===== src/rtl/i2s_tx_sequencer.sv =====
// I2S transmit sequencer: buffers one stereo frame and serializes it MSB-first on timing-generator strobes.
// Optional macro AUDIO_UNDERRUN_HOLD_EN: an underrun repeats the previous frame instead of sending silence.
module i2s_tx_sequencer #(
    parameter int BITS_PER_SAMPLE = 16,
    parameter int CNT_WIDTH       = 16
) (
    input  logic                       clk,
    input  logic                       reset,
    input  logic                       enable,
    input  logic                       lrclk,
    input  logic                       load_strobe,
    input  logic                       shift_strobe,
    input  logic                       s_valid,
    output logic                       s_ready,
    input  logic [BITS_PER_SAMPLE-1:0] s_left,
    input  logic [BITS_PER_SAMPLE-1:0] s_right,
    output logic                       i2s_sdata,
    output logic                       underrun,
    output logic [CNT_WIDTH-1:0]       underrun_count
);

    localparam int BC_W = (BITS_PER_SAMPLE > 1) ? $clog2(BITS_PER_SAMPLE) : 1;

    typedef enum logic [1:0] {
        IDLE = 2'd0,
        SYNC = 2'd1,
        RUN  = 2'd2
    } state_t;

    state_t state, state_next;

    logic                       hold_full;
    logic [BITS_PER_SAMPLE-1:0] hold_left, hold_right;
    logic [BITS_PER_SAMPLE-1:0] frame_left, frame_right;
    logic [BITS_PER_SAMPLE-1:0] shreg;
    logic [BC_W-1:0]            bitcnt;

    logic                       left_load, right_load, is_underrun, xfer;
    logic [BITS_PER_SAMPLE-1:0] next_left, next_right, load_word;

    // s_ready depends only on registered state, never on s_valid
    assign s_ready = (state != IDLE) && !hold_full;
    assign xfer    = s_valid && s_ready;

    always_comb begin
        state_next  = state;
        left_load   = 1'b0;
        right_load  = 1'b0;
        case (state)
            IDLE: state_next = SYNC;
            SYNC: begin
                if (load_strobe && !lrclk) begin
                    left_load  = 1'b1;
                    state_next = RUN;
                end
            end
            RUN: begin
                left_load  = load_strobe && !lrclk;
                right_load = load_strobe && lrclk;
            end
            default: state_next = IDLE;
        endcase
        if (!enable) begin
            state_next = IDLE;
            left_load  = 1'b0;
            right_load = 1'b0;
        end

        is_underrun = left_load && !hold_full;
        if (hold_full) begin
            next_left  = hold_left;
            next_right = hold_right;
        end else begin
`ifdef AUDIO_UNDERRUN_HOLD_EN
            next_left  = frame_left;
            next_right = frame_right;
`else
            next_left  = '0;
            next_right = '0;
`endif
        end
        load_word = right_load ? frame_right : next_left;
    end

    always_ff @(posedge clk or posedge reset) begin
        if (reset) state <= IDLE;
        else       state <= state_next;
    end

    always_ff @(posedge clk or posedge reset) begin
        if (reset) begin
            hold_full      <= 1'b0;
            hold_left      <= '0;
            hold_right     <= '0;
            frame_left     <= '0;
            frame_right    <= '0;
            shreg          <= '0;
            bitcnt         <= '0;
            i2s_sdata      <= 1'b0;
            underrun       <= 1'b0;
            underrun_count <= '0;
        end else if (!enable) begin
            hold_full   <= 1'b0;
            hold_left   <= '0;
            hold_right  <= '0;
            frame_left  <= '0;
            frame_right <= '0;
            shreg       <= '0;
            bitcnt      <= '0;
            i2s_sdata   <= 1'b0;
            underrun    <= 1'b0;
        end else begin
            underrun <= is_underrun;
            if (is_underrun && (underrun_count != '1))
                underrun_count <= underrun_count + CNT_WIDTH'(1);

            if (left_load) begin
                frame_left  <= next_left;
                frame_right <= next_right;
            end

            // a same-cycle transfer only happens with hold empty, so it never races a pop
            if (xfer) begin
                hold_left  <= s_left;
                hold_right <= s_right;
                hold_full  <= 1'b1;
            end else if (left_load) begin
                hold_full <= 1'b0;
            end

            if (left_load || right_load) begin
                i2s_sdata <= load_word[BITS_PER_SAMPLE-1];
                shreg     <= {load_word[BITS_PER_SAMPLE-2:0], 1'b0};
                bitcnt    <= BC_W'(BITS_PER_SAMPLE - 1);
            end else if (shift_strobe) begin
                if (bitcnt != '0) begin
                    i2s_sdata <= shreg[BITS_PER_SAMPLE-1];
                    shreg     <= {shreg[BITS_PER_SAMPLE-2:0], 1'b0};
                    bitcnt    <= bitcnt - BC_W'(1);
                end else begin
                    i2s_sdata <= 1'b0;
                end
            end
        end
    end

endmodule


===== config.mk =====
export PLATFORM = sky130hd
export DESIGN_NAME = i2s_tx_sequencer
export DESIGN_NICKNAME = d
export VERILOG_FILES = /design/src/rtl/i2s_tx_sequencer.sv
export SDC_FILE = /design/constraint.sdc
export NUM_CORES = 1
export LEC_CHECK = 0
export ABC_AREA = 1
export BUFFER_PORTS_ARGS = -buffer_cell sky130_fd_sc_hd__buf_2
export CELL_PAD_IN_SITES_DETAIL_PLACEMENT = 1
export CELL_PAD_IN_SITES_GLOBAL_PLACEMENT = 2
export CORE_MARGIN = 2
export CORE_UTILIZATION = 34
export CTS_CLUSTER_SIZE = 10
export DETAILED_ROUTE_END_ITERATION = 6
export GPL_TIMING_DRIVEN = 0
export PLACE_DENSITY_LB_ADDON = 0.1
export REMOVE_ABC_BUFFERS = 1
export SETUP_SLACK_MARGIN = 0.05
export SYNTH_ARGS = -nofsm -noshare
export SYNTH_HDL_FRONTEND = slang
export SYNTH_SLANG_ARGS = --single-unit

===== constraint.sdc =====
create_clock -name clk -period 3.2 [get_ports clk]
set_input_delay 0.64 -clock clk [delete_from_list [all_inputs] [get_ports clk]]
set_output_delay 0.64 -clock clk [all_outputs]
set_load 0.005 [all_outputs]

==> summary.md <==
| Metric | Value |
|---|---|
| # fillers | `1587` |
| Sequential share of the synthesized area | `49.7%` |
| Depth of the CTS H-tree | `3` |
| Critical-path top delay cell | `buf_2` |
| Most frequent CP cell | `nand2_1` |
| Worst path cell trace | `buf_2 > nand4_4 > nand2_1 > inv_2 > nand2_1 > nand2_1 > nand2_1 > nand2_1` |
| Critical path buffers and inverters | `2` |
| Clock Skew | `0.00798 ns` |
| Grt total ovfl | `0` |
| Final setup violating endpoints | `0` |
| Core area | `12700 um^2` |
| Final period util | `88.9%` |
| Fin crit period | `2.84 ns` |
| Io pins | `58` |
| Final core occ | `40.7%` |
| Row count | `41` |
| P_leak | `2.65 nW` |
| TritonCTS clock tree | `built` |
| Fin. Hold Viols | `0` |
| Worst VDD drop | `0.000272 V` |
| Clock transition at the registers of the reported paths | `0.07 ns` |
| Detail Placement HPWL | `8300 um` |
| Worst Path Max Fanout | `49` |
| Initial antenna violation count | `0` |
| Layout cells sized above 1 | `14.3%` |
| Cell Area, Placed | `4830 um^2` |
| Max Slew Vio Count | `0` |
| Synth cell types | `28` |
| Initial Util | `34.9%` |
| Die Span X | `118 um` |
| Die ar. | `14000 um^2` |
| Worst setup SP type | `input port` |
| Port Buffer Count | `57` |
| Count leader, synth | `nand2_1` |
| Clock latency at the later pin of the worst-skew pair | `0.35 ns` |
| Number of synthesized flops with an enable pin | `0` |
| Post-synthesis register bit count | `88` |
| Largest stage delay on the critical path | `0.76 ns` |
| DRT Pass-1 Iters | `4` |
| Final ANT Viol Nets | `0` |
| DRC | `0` |
| Die height | `118 um` |
| N_diodes | `0` |
| Top cell family by delay on the critical path | `simple AND/OR/NAND/NOR gates` |
| Final instance area | `5150 um^2` |
| Top cell type's share of synthesized area | `49.7%` |
| Area contributors post-synth | `dfrtp_1, nand2_1, nand3_1, inv_1, o21ai_0` |
| Main flop type after synthesis | `dfrtp_1` |
| Detailed Route WL | `12400 um` |
| Global-route total usage across every layer | `19.1%` |
| WS Path Type | `input port to register` |
| Mapped Avg Cell Area | `7.81 um^2` |
| Vias in the first global route | `4057` |
| Pwr/cell area | `610 nW/um^2` |
| Setup TNS | `0 ns` |
| Setup ws final | `0.356 ns` |
| Yosys warns | `0` |
| Clk sinks | `88` |
| Post-synth ARST share | `100%` |
| Synth-to-Final Area Change | `16.4%` |
| Post-synth top area cell | `dfrtp_1` |
| Fin nets | `656` |
| Max-cap violations | `0` |
| DR WL/cell | `15.7 um` |
| Largest net degree at the start of global routing | `69` |
| Hold WC Path Type | `input port to async pin` |
| Cts hold-fix bufs | `0` |
| Fmax | `352 MHz` |
| Commonest cells post-synth | `nand2_1, dfrtp_1, nand3_1, inv_1, o21ai_0` |
| Initial DRC Count | `116` |
| CTS root buffer | `clkbuf_16` |
| Post-synthesis cell count | `567` |
| Data required time of the worst path | `3.44 ns` |
| RSZ-0062 raised after global routing | `no` |
| CTS Buf Count | `9` |
| Slew Limit Headroom | `31.5%` |
| Crit end category | `register` |
| Postcts setup bufs | `0` |
| Status | `completed` |
| Via density | `4.87` |
| Global-route wire length before repair | `20900 um` |
| Placer congestion estimate | `0.770` |
| Post-CTS sizing | `1` |
| Clk buf depth | `2` |
| Cell Area, Synth | `4430 um^2` |
| Least-Margin Pin Slew | `1.03 ns` |
| Arr. time, crit path | `3.08 ns` |
| Via count | `3831` |
| Pre-CTS setup slack | `-0.443 ns` |
[final timing paths]
| path | startpoint | to | slack (ns) | depth (start not counted) |
|---|---|---|---|---|
| setup / recovery | enable | shreg[6] | 0.36 | 8 |
| hold / removal | reset | hold_right[7] | 0.24 | 2 |
| setup reg to reg | state[0] | shreg[4] | 0.60 | 8 |
| hold reg to reg | shreg[8] | shreg[8] | 0.48 | 2 |
| max in group asynchronous | reset | hold_left[4] | 2.30 | 3 |
| min in group clk | shreg[8] | shreg[8] | 0.48 | 2 |
[flip-flops by register name, indices dropped and copies added (netlist names)]
name            cells
hold_full           1
bitcnt              4
hold_right         16
hold_left          16
underrun            1
i2s_sdata           1
underrun_count     16
frame_right        16
shreg              15
state               2
[layout by cell type (no fill, tap or decap), types with 2 or more instances in the layout]
master	count
bufinv_16	2
nand4_1	5
a21oi_1	3
ha_1	6
nand3_1	77
nor2_1	16
nor2_2	5
dfrtp_1	88
nor2_4	3
o32ai_1	10
nand2_2	2
xnor2_1	4
inv_1	66
inv_2	2
o31ai_1	6
buf_2	57
xor2_1	4
clkbuf_16	9
nand2_1	194
o21ai_0	44
[stage by stage]
step	std cells	power (mW)	hold slack, ns
2_1_floorplan	542	1.76	0.449
3_5_place_dp	772	2.03	0.465
4_1_cts	787	3.20	0.248
6_report	787	3.15	0.244
3_3_place_gp	771	2.00	0.462
5_1_grt	787	3.35	0.271
[report_power, final]
| part | leakage (nW) | internal (mW) | switching, mW | total (mW) |
|---|---|---|---|---|
| logic | 1.30 | 0.193 | 0.464 | 0.657 |
| clock network | 0.149 | 0.682 | 0.460 | 1.14 |
| registers | 1.20 | 1.24 | 0.103 | 1.35 |
| total | 2.65 | 2.12 | 1.03 | 3.15 |
[metal layers]
layer / GRT usage (%) / wire length [um] / vias to the layer above
met2: 31.7 / 5820 / 60
met4: 6.63 / 180 / 0
met3: 2.96 / 403 / 11
li1: - / - / 1897
met1: 25.2 / 5990 / 1863
met5: 0 / 0 / -
[cells by family (layout without fill, tap and decap cells)]
group           after synthesis  count (layout)  synth area share (%)
xor+xnor                      8               8                  1.58
simple gates                305             305                  29.6
fa+ha+maj                     6               6                  1.70
compound gates               65              65                  8.62
flops                        88              88                  49.7
buf+inv                      95             143                  8.73
[final cells by class]
class,instances,area [um^2],area share [%]
Sequential cell,88,2200,42.7
Multi-Input combinational cell,384,1850,35.9
Timing Repair Buffer,58,313,6.07
Inverter,70,265,5.15
Clock buffer,10,229,4.44
Tap cell,172,215,4.18
Clock inverter,5,81.3,1.58
(Power assumes the default switching activity.)
